$ cat src/rtl/risc_pkg.sv
`default_nettype none
// ============================================================================
// Module      : risc_pkg
// Description : Shared RISC-Net decode constants, field layout and helpers.
// Revision    : 1.0 - initial release
// ============================================================================
package risc_pkg;

    localparam int XLEN  = 32;
    localparam int NREG  = 16;
    localparam int REG_W = 4;
    localparam int OP_W  = 6;
    localparam int IMM_W = 14;

    localparam int OPC_LSB = 26;
    localparam int RD_LSB  = 22;
    localparam int RS1_LSB = 18;
    localparam int RS2_LSB = 14;
    localparam int IMM_LSB = 0;
    localparam int FN_LSB  = 0;
    localparam int FN_W    = 4;

    localparam logic [OP_W-1:0] OP_ALU   = 6'h00;
    localparam logic [OP_W-1:0] OP_ALUI  = 6'h01;
    localparam logic [OP_W-1:0] OP_LOAD  = 6'h02;
    localparam logic [OP_W-1:0] OP_STORE = 6'h03;
    localparam logic [OP_W-1:0] OP_BEQ   = 6'h04;
    localparam logic [OP_W-1:0] OP_JAL   = 6'h05;

    typedef struct packed {
        logic use_rs1;
        logic use_rs2;
        logic writes_rd;
        logic illegal;
    } op_ctrl_t;

    typedef struct packed {
        logic [OP_W-1:0]  op;
        logic [FN_W-1:0]  funct;
        logic [REG_W-1:0] rd;
        logic             wen;
        logic             illegal;
        logic [XLEN-1:0]  rs1_val;
        logic [XLEN-1:0]  rs2_val;
        logic [XLEN-1:0]  imm;
        logic [XLEN-1:0]  pc;
    } slot_t;

    function automatic op_ctrl_t op_decode(input logic [OP_W-1:0] op);
        op_ctrl_t c;
        c = '0;
        case (op)
            OP_ALU:   begin c.use_rs1 = 1'b1; c.use_rs2 = 1'b1; c.writes_rd = 1'b1; end
            OP_ALUI,
            OP_LOAD:  begin c.use_rs1 = 1'b1; c.writes_rd = 1'b1; end
            OP_STORE,
            OP_BEQ:   begin c.use_rs1 = 1'b1; c.use_rs2 = 1'b1; end
            OP_JAL:   c.writes_rd = 1'b1;
            default:  c.illegal = 1'b1;
        endcase
        return c;
    endfunction

    // r0 reads zero; a same-cycle writeback beats the stale register file value.
    function automatic logic [XLEN-1:0] operand_sel(
        input logic             used,
        input logic [REG_W-1:0] src,
        input logic [XLEN-1:0]  rf_data,
        input logic             wb_valid,
        input logic [REG_W-1:0] wb_rd,
        input logic [XLEN-1:0]  wb_data
    );
        logic [XLEN-1:0] v;
        v = '0;
        if (used && (src != '0)) begin
            if (wb_valid && (wb_rd == src)) v = wb_data;
            else                            v = rf_data;
        end
        return v;
    endfunction

endpackage
`default_nettype wire

$ cat src/rtl/decode_scoreboard.sv
`default_nettype none
// ============================================================================
// Module      : decode_scoreboard
// Description : Register busy vector with set/clear/flush priority and hazard query.
// Revision    : 1.0 - initial release
// ============================================================================
module decode_scoreboard
    import risc_pkg::*;
(
    input  logic             clk,
    input  logic             rst_n,
    input  logic [REG_W-1:0] rs1_i,
    input  logic [REG_W-1:0] rs2_i,
    input  logic [REG_W-1:0] rd_i,
    input  logic             use_rs1_i,
    input  logic             use_rs2_i,
    input  logic             wen_i,
    input  logic             accept_i,
    input  logic             wb_valid_i,
    input  logic [REG_W-1:0] wb_rd_i,
    input  logic             flush_clr_i,
    input  logic [REG_W-1:0] flush_rd_i,
    output logic             hazard_o
);

    logic [NREG-1:0] busy_q;
    logic [NREG-1:0] busy_d;
    logic [NREG-1:0] wb_clr_w;
    logic [NREG-1:0] fl_clr_w;
    logic [NREG-1:0] set_w;
    logic            raw1_w;
    logic            raw2_w;
    logic            waw_w;

    always_comb begin
        wb_clr_w = '0;
        fl_clr_w = '0;
        set_w    = '0;
        if (wb_valid_i)          wb_clr_w[wb_rd_i]   = 1'b1;
        if (flush_clr_i)         fl_clr_w[flush_rd_i] = 1'b1;
        if (accept_i && wen_i)   set_w[rd_i]         = 1'b1;
        // Set is applied last so it wins over any clear of the same bit.
        busy_d    = (busy_q & ~wb_clr_w & ~fl_clr_w) | set_w;
        busy_d[0] = 1'b0;
    end

    always_comb begin
        raw1_w   = use_rs1_i && busy_q[rs1_i] && !wb_clr_w[rs1_i];
        raw2_w   = use_rs2_i && busy_q[rs2_i] && !wb_clr_w[rs2_i];
        waw_w    = wen_i     && busy_q[rd_i]  && !wb_clr_w[rd_i];
        hazard_o = raw1_w || raw2_w || waw_w;
    end

    always_ff @(posedge clk or negedge rst_n) begin
        if (!rst_n) busy_q <= '0;
        else        busy_q <= busy_d;
    end

endmodule
`default_nettype wire

$ cat src/rtl/instruction_decode.sv
`default_nettype none
// ============================================================================
// Module      : instruction_decode
// Description : RISC-Net decode stage: field split, operand bypass, hazard stall, output slot.
// Revision    : 1.0 - initial release
// ============================================================================
module instruction_decode
    import risc_pkg::*;
(
    input  logic             clk,
    input  logic             rst_n,
    input  logic             if_valid,
    output logic             if_ready,
    input  logic [31:0]      if_instr,
    input  logic [XLEN-1:0]  if_pc,
    output logic [REG_W-1:0] rf_rs1_addr,
    output logic [REG_W-1:0] rf_rs2_addr,
    input  logic [XLEN-1:0]  rf_rs1_data,
    input  logic [XLEN-1:0]  rf_rs2_data,
    input  logic             wb_valid,
    input  logic [REG_W-1:0] wb_rd,
    input  logic [XLEN-1:0]  wb_data,
    input  logic             flush,
    output logic             ex_valid,
    input  logic             ex_ready,
    output logic [OP_W-1:0]  ex_op,
    output logic [FN_W-1:0]  ex_funct,
    output logic [REG_W-1:0] ex_rd,
    output logic             ex_wen,
    output logic [XLEN-1:0]  ex_rs1_val,
    output logic [XLEN-1:0]  ex_rs2_val,
    output logic [XLEN-1:0]  ex_imm,
    output logic [XLEN-1:0]  ex_pc,
    output logic             ex_illegal
);

    logic [OP_W-1:0]  op_w;
    logic [REG_W-1:0] rd_w;
    logic [REG_W-1:0] rs1_w;
    logic [REG_W-1:0] rs2_w;
    op_ctrl_t         ctrl_w;
    logic             wen_w;
    logic             hazard_w;
    logic             accept_w;
    logic             flush_clr_w;

    logic             ex_valid_q;
    logic             ex_valid_d;
    slot_t            slot_q;
    slot_t            slot_d;

    assign op_w   = if_instr[OPC_LSB +: OP_W];
    assign rd_w   = if_instr[RD_LSB  +: REG_W];
    assign rs1_w  = if_instr[RS1_LSB +: REG_W];
    assign rs2_w  = if_instr[RS2_LSB +: REG_W];
    assign ctrl_w = op_decode(op_w);
    assign wen_w  = ctrl_w.writes_rd && (rd_w != '0);

    assign rf_rs1_addr = rs1_w;
    assign rf_rs2_addr = rs2_w;

    // Gating with rst_n keeps fetch stalled while reset is held.
    assign if_ready    = rst_n && !flush && !hazard_w && (!ex_valid_q || ex_ready);
    assign accept_w    = if_valid && if_ready;
    assign flush_clr_w = flush && ex_valid_q && slot_q.wen;

    decode_scoreboard u_sb (
        .clk         (clk),
        .rst_n       (rst_n),
        .rs1_i       (rs1_w),
        .rs2_i       (rs2_w),
        .rd_i        (rd_w),
        .use_rs1_i   (ctrl_w.use_rs1),
        .use_rs2_i   (ctrl_w.use_rs2),
        .wen_i       (wen_w),
        .accept_i    (accept_w),
        .wb_valid_i  (wb_valid),
        .wb_rd_i     (wb_rd),
        .flush_clr_i (flush_clr_w),
        .flush_rd_i  (slot_q.rd),
        .hazard_o    (hazard_w)
    );

    always_comb begin
        slot_d     = slot_q;
        ex_valid_d = ex_valid_q;
        if (flush) begin
            ex_valid_d = 1'b0;
        end else if (accept_w) begin
            ex_valid_d     = 1'b1;
            slot_d.op      = op_w;
            slot_d.funct   = if_instr[FN_LSB +: FN_W];
            slot_d.rd      = rd_w;
            slot_d.wen     = wen_w;
            slot_d.illegal = ctrl_w.illegal;
            slot_d.rs1_val = operand_sel(ctrl_w.use_rs1, rs1_w, rf_rs1_data, wb_valid, wb_rd, wb_data);
            slot_d.rs2_val = operand_sel(ctrl_w.use_rs2, rs2_w, rf_rs2_data, wb_valid, wb_rd, wb_data);
            slot_d.imm     = {{(XLEN-IMM_W){if_instr[IMM_LSB+IMM_W-1]}}, if_instr[IMM_LSB +: IMM_W]};
            slot_d.pc      = if_pc;
        end else if (ex_ready) begin
            ex_valid_d = 1'b0;
        end
    end

    always_ff @(posedge clk or negedge rst_n) begin
        if (!rst_n) begin
            ex_valid_q <= 1'b0;
            slot_q     <= '0;
        end else begin
            ex_valid_q <= ex_valid_d;
            slot_q     <= slot_d;
        end
    end

    assign ex_valid   = ex_valid_q;
    assign ex_op      = slot_q.op;
    assign ex_funct   = slot_q.funct;
    assign ex_rd      = slot_q.rd;
    assign ex_wen     = slot_q.wen;
    assign ex_illegal = slot_q.illegal;
    assign ex_rs1_val = slot_q.rs1_val;
    assign ex_rs2_val = slot_q.rs2_val;
    assign ex_imm     = slot_q.imm;
    assign ex_pc      = slot_q.pc;

endmodule
`default_nettype wire
$ cat config.mk
export PLATFORM = sky130hd
export DESIGN_NAME = instruction_decode
export DESIGN_NICKNAME = d
export VERILOG_FILES = /design/src/rtl/risc_pkg.sv /design/src/rtl/decode_scoreboard.sv /design/src/rtl/instruction_decode.sv
export SDC_FILE = /design/constraint.sdc
export NUM_CORES = 1
export LEC_CHECK = 0
export ABC_AREA = 1
export CORE_MARGIN = 10
export CORE_UTILIZATION = 44
export DETAILED_ROUTE_END_ITERATION = 7
export GPL_TIMING_DRIVEN = 0
export PLACE_DENSITY = 0.83
export SYNTH_ARGS = -nofsm -noshare
export SYNTH_HDL_FRONTEND = slang
export SYNTH_SLANG_ARGS = --single-unit
export TNS_END_PERCENT = 20
$ cat constraint.sdc
create_clock -name clk -period 2.3 [get_ports clk]
set_input_delay 0.46 -clock clk [delete_from_list [all_inputs] [get_ports clk]]
set_output_delay 0.46 -clock clk [all_outputs]
set_load 0.03 [all_outputs]
Word level (Yosys, flattened, before mapping)
Index checks and enable logic that the tools add are counted.
{ "word_totals": {"regBits": 142, "inputBits": 170} }
{ "op_classes": {"reduce_logical": 40, "bitwise": 6, "eq_ne": 7, "order_cmp": 8, "muxes": 32} }
{ "ops": {"columns": ["operator", "count"], "rows": [
  ["32-bit two-way mux", 4],
  ["16-bit two-way mux", 3],
  ["16-bit AND", 2],
  ["16-bit inverter", 2],
  ["4-bit by 5-bit less-than comparator with 1-bit output, second input constant", 5],
  ["1-bit binary-select mux with 4-bit select", 6],
  ["1-bit logical AND", 21],
  ["1-bit two-way mux", 16],
  ["16-bit bitwise OR", 1],
  ["1-bit demux with 4-bit select", 3],
  ["6-bit by 2-bit equality test with 1-bit output, second input constant", 2],
  ["6-bit by 3-bit equality test with 1-bit output, second input constant", 2],
  ["4-bit by 1-bit >= comparator with 1-bit output, second input constant", 3],
  ["4-bit nonzero test", 3],
  ["4-bit equality test", 2],
  ["6-bit by 1-bit equality test with 1-bit output, second input constant", 1],
  ["1-bit logical NOT", 6],
  ["6-bit logical NOT", 1],
  ["6-bit OR reduction", 1],
  ["5-bit OR reduction", 1],
  ["4-bit OR reduction", 1],
  ["1-bit logical OR", 3],
  ["3-bit nonzero test", 1],
  ["3-bit OR reduction", 1],
  ["other kinds (2)", 2]
]} }

Logic depth before layout (Yosys ltp)
{ "depth": {"depth_word": 18, "depth_mapped": 17, "mapped_depth_nobuf": 14} }

Modules after synthesis
From an unflattened synthesis, not the netlist that was laid out.
{ "unflattened": {"hier_cells": 1221, "area_unflattened_um2": 8296.7} }
{ "modules_own_cells": {"columns": ["mod", "cells_each", "instances", "area_per_inst_um2"], "rows": [
  ["instruction_decode", 867, 1, 6422.4],
  ["decode_scoreboard", 354, 1, 1874.3]
]} }

Worst setup path after synthesis
Ideal clock, no wire load.
{ "synth_path": {"kind": "in2out", "startpoint": "input wb_rd[0]", "endpoint": "output if_ready", "path_buffers": 2, "setup_slack_ns": 0.173, "t_required_ns": 1.840, "t_arrival_ns": 1.667, "stages": 11, "path_cell_list": "buf_2 > nor2_1 > nand3_1 > nor2_1 > nor2_1 > nand2_1 > nand2_1 > nand3_1 > nor2_1 > nor2_2 > buf_2"} }
{ "synth_via": {"elab_chain_len": 14, "word_cells_on_any_way": 23, "cone_classes": "order compare (2); mux (9); reduce/logical (12)"} }
{ "synth_rtl": {"columns": ["element", "line_no", "source"], "rows": [
  ["from (decl)", "instruction_decode.sv:21", "input logic [REG_W-1:0] wb_rd,"],
  ["4-bit by 5-bit less-than comparator with 1-bit output (implied by the code) or 4-bit by 1-bit >= comparator with 1-bit output (tied branches)", "decode_scoreboard.sv:39", "if (wb_valid_i) wb_clr_w[wb_rd_i] = 1'b1;"],
  ["1-bit logical AND (implied by the code)", "decode_scoreboard.sv:39", null],
  ["1-bit two-way mux (implied by the code)", "decode_scoreboard.sv:39", null],
  ["1-bit demux with 4-bit select (*)", null, null],
  ["16-bit two-way mux (*)", "decode_scoreboard.sv:39", null],
  ["1-bit binary-select mux with 4-bit select (on tied branches)", "decode_scoreboard.sv:48, decode_scoreboard.sv:49", null],
  ["1-bit two-way mux (on tied branches)", "decode_scoreboard.sv:48, decode_scoreboard.sv:49", null],
  ["1-bit logical NOT (on tied branches)", "decode_scoreboard.sv:48, decode_scoreboard.sv:49", null],
  ["1-bit logical AND (on tied branches)", "decode_scoreboard.sv:48, decode_scoreboard.sv:49", null],
  ["1-bit logical OR", "decode_scoreboard.sv:51", "hazard_o = raw1_w || raw2_w || waw_w;"],
  ["1-bit logical OR (*)", "decode_scoreboard.sv:51", null],
  ["1-bit logical NOT (*)", "instruction_decode.sv:63", "assign if_ready = rst_n && !flush && !hazard_w && (!ex_valid_q || ex_ready);"],
  ["1-bit logical AND (*) (2 in a row)", "instruction_decode.sv:63", null],
  ["to (decl)", "instruction_decode.sv:13", "output logic if_ready,"]
]} }
Mark *: on every way between the ends. The rest lies on a longest branch, timed or not. The select of a mux whose other input is x is not followed.

Worst setup path in the final report
{ "layout_path": {"startpoint": "input if_instr[16]", "endpoint": "output if_ready"} }
{ "layout_via": {"elab_chain_len": 9, "word_cells_on_any_way": 12, "cone_classes": "mux (4); reduce/logical (8)"} }
{ "layout_rtl": {"columns": ["element", "line_no", "source"], "rows": [
  ["from (decl)", "instruction_decode.sv:14", "input logic [31:0] if_instr,"],
  ["1-bit binary-select mux with 4-bit select", "decode_scoreboard.sv:49", "raw2_w = use_rs2_i && busy_q[rs2_i] && !wb_clr_w[rs2_i];"],
  ["1-bit two-way mux (implied by the code)", "decode_scoreboard.sv:49", null],
  ["1-bit logical AND or 1-bit logical NOT (tied branches)", "decode_scoreboard.sv:49", null],
  ["1-bit logical AND (*)", "decode_scoreboard.sv:49", null],
  ["1-bit logical OR (*) (2 in a row)", "decode_scoreboard.sv:51", null],
  ["1-bit logical NOT (*)", "instruction_decode.sv:63", null],
  ["1-bit logical AND (*) (2 in a row)", "instruction_decode.sv:63", null]
]} }
Marks and branches as above.

==> flow_metrics.env <==
export IMPL_status="finished, violations left"
export IMPL_wirelength_um=34400
export IMPL_hpwlAfterDp_um=25800
export IMPL_clock_sinks=138
export IMPL_hold_path_class="in2async"
export IMPL_postLayoutSetupSlackWorst_ns=-0.0745
export IMPL_critical_path_class="in2out"
export IMPL_final_cell_mix="nand2_1, clkdlybuf4s50_1, nand3_1, dfrtp_1, nor2_1"
export IMPL_dieHeight_um=153
export IMPL_syn_area_per_cell_um2=6.89
export IMPL_seqPwrFrac_pct=34.7
export IMPL_ir_drop_uv=573
export IMPL_drc=0
export IMPL_crit_slowest_cell="dlygate4sd2_1"
export IMPL_synth_cell_types=25
export IMPL_core_um2=17400
export IMPL_cts_clk_slew_worst_paths_ns=0.06
export IMPL_power_uw=8360
export IMPL_port_buffers=318
export IMPL_drv_cap=0
export IMPL_drv_slew=0
export IMPL_grt_max_degree=50
export IMPL_synthCells=1135
export IMPL_p_int_uw=5370
export IMPL_worst_path_buf_inv=4
export IMPL_skew_ns=0.0117
export IMPL_drt_pass1_iter_count=5
export IMPL_num_io_pins=324
export IMPL_pwr_share_comb_pct=32.9
export IMPL_synth_ff_latch_count=138
export IMPL_vias_per_cell=5.30
export IMPL_synth_top_area_cell="dfrtp_1"
export IMPL_die_w_um=153
export IMPL_clk_path_buf_depth=2
export IMPL_final_layout_size_suffix_gt1_share_pct=12.6
export IMPL_finalCritPeriodShare_pct=103
export IMPL_slew_headroom_pct=44.6
export IMPL_dp_slack_ns=-1.60
export IMPL_cts_root_buf="clkbuf_16"
export IMPL_wl_per_cell_um=19.9
export IMPL_crit_arrival_ns=1.91
export IMPL_crit_fanout=5
export IMPL_critPathRequiredTime_ns=1.84
export IMPL_timing_final_setup_violations=1
export IMPL_ys_async_sr_fraction_pct=100
export IMPL_fin_nets=1661
export IMPL_num_fill_cells=1476
export IMPL_holdWs_ns=0.0239
export IMPL_period_minus_slack_ns=2.37
export IMPL_rows=48
export IMPL_sw_frac_of_total_pct=35.7
export IMPL_hold_viol=0
export IMPL_mostFrequentLayoutCell="nand2_1"
export IMPL_cp_cell_sequence="dlygate4sd2_1, inv_1, nand2_1, a21oi_2, nand3_4, nand3_1, nand3_2, nor2_4, buf_6, buf_6"
export IMPL_p_switching_uw=2980
export IMPL_violations="negative setup slack"
export IMPL_yosysTopAreaCellShare_pct=44.2
export IMPL_h_tree_depth=4
export IMPL_cts_buffers=17
export IMPL_place_congestion=0.957
export IMPL_antenna_found_initial=2
export IMPL_grt_first_pass_wirelength_um=52000
export IMPL_worst_pin_slew_ns=0.825
export IMPL_start_util_pct=45.0
export IMPL_synth_edf_count=0
export IMPL_pwr_share_clk_pct=32.4
export IMPL_globalRouteOverflowTotal=0
export IMPL_fin_area_um2=12300
export IMPL_power_density_nw_per_um2=682
export IMPL_grt_setup_unrepaired="true"
export IMPL_fmax_mhz=421
export IMPL_ys_top_cells_by_area="dfrtp_1, nand2_1, nand3_1"
export IMPL_design_die_area_um2=23500
export IMPL_cts_tree="yes"
export IMPL_cp_end_kind="output pin"
export IMPL_grt_pass1_vias=9112
export IMPL_synth_area_um2=7820
export IMPL_slowest_delay_ns=0.32
export IMPL_cp_common_cell="buf_6"
export IMPL_synth_fp_nets=1305
export IMPL_postRouteAntennaNets=0
export IMPL_synth_ff_type="dfrtp_1"
export IMPL_critical_path_top_delay_family="buffers and inverters"
export IMPL_worstSetupStartpointType="input pin"
export IMPL_clk_insertion_delay_late_ns=0.43
export IMPL_p_leak_uw=0.00605
export IMPL_drtIter0Drc=669
export IMPL_grt_use_total_pct=28.0
export IMPL_vias=9168
export IMPL_ys_warn_count=0
export IMPL_syn2layout_area_growth_pct=56.8
export IMPL_yosysSeqAreaShare_pct=44.2
export IMPL_place_area_um2=11300
## flip-flops by register name, indices dropped and copies added (netlist names)
name,cells
ex_pc,32
ex_rs1_val,32
ex_rs2_val,32
u_sb.busy_q,15
ex_imm,11
ex_op,6
ex_rd,4
ex_funct,3
ex_illegal,1
ex_valid,1
ex_wen,1
## worst register-to-register path, delay by kind of cell (launching register included)
family	cells	cell delay (ns)
flip-flops	1	0.44
AND/OR/NAND/NOR	7	0.80
AO/OA/AOI/OAI	2	0.25
buffers and inverters	4	0.68
## synthesized netlist by cell type, types with 2 or more instances
cell type,count
nand2_1,482
nand3_1,170
dfrtp_1,138
nor2_1,81
a21oi_1,71
inv_1,42
buf_4,39
buf_2,25
clkbuf_1,25
nand4_1,19
buf_1,9
nor3_1,7
o21ai_0,5
o211ai_1,4
inv_2,3
xor2_1,3
nand2_2,2
o21ai_1,2
xnor2_1,2
## timing repair
action	in CTS	in global routing
pin swaps	6	12
gates resized for setup	75	90
cloned	1	1
setup buffers	7	7
hold buffers	2	0
hold endpoints to repair	49	0
endpoints found under the setup margin	163	143
## stage by stage
step / util (%) / setup TNS, ns / instances
after global routing: 70.6 / -0.770 / 1731
after floorplan: - / 0 / 1135
final: 70.6 / -0.0745 / 1731
after detailed placement: 65.2 / -138.21 / 1679
after global placement: 65.0 / -1385.59 / 1678
after CTS: 69.8 / -0.103 / 1721
## power groups by stage
stage | Clock [uW] | Sequential, uW | Combinational [uW]
2_1_floorplan | 0 | 3410 | 862
3_3_place_gp | 0 | 2930 | 2650
3_5_place_dp | 0 | 2940 | 2690
4_1_cts | 2700 | 2900 | 2740
5_1_grt | 2810 | 2940 | 2930
6_report | 2710 | 2900 | 2750
## final cells by class
class,count,area (um^2),area share [%]
multi-input combinational,853,3800,31.0
sequential,138,3460,28.2
timing repair buffer,337,3320,27.1
buffer,99,649,5.30
clock buffer,18,429,3.50
tap,225,282,2.30
inverter,45,173,1.41
clock inverter,14,135,1.10
antenna,2,5.00,0.0408
## layer usage
metal / track usage (%) / part of all wire [%] / vias up
met5: 0 / 0 / -
met4: 13.0 / 4.1 / 0
met3: 10.1 / 11 / 93
met2: 44.8 / 47 / 504
met1: 32.6 / 38 / 4249
li1: - / - / 4322
## path summary, 6_finish.rpt
| check | from | endpoint | slack (ns) | cells after the start |
|---|---|---|---|---|
| worst min-delay path | rst_n | ex_imm[13]$_DFFE_PN0P_ | 0.02 | 2 |
| max in group asynchronous | rst_n | ex_pc[2]$_DFFE_PN0P_ | 1.33 | 2 |
| worst max-delay path | if_instr[16] | if_ready | -0.07 | 10 |
| worst max register to register | u_sb.busy_q[15]$_DFF_PN0_ | ex_rs1_val[22]$_DFFE_PN0P_ | 0.07 | 13 |
| min in group clk | if_instr[30] | ex_op[4]$_DFFE_PN0P_ | 0.30 | 3 |
| worst min register to register | ex_rs1_val[29]$_DFFE_PN0P_ | ex_rs1_val[29]$_DFFE_PN0P_ | 0.47 | 2 |
## cell families after synthesis
logic type | count (synthesis) | synth area share (%)
flops | 138 | 44.2
simple gates | 764 | 40.4
xor+xnor | 5 | 0.560
compound gates | 84 | 5.60
buf+inv | 144 | 9.28
(Power assumes the default switching activity.)
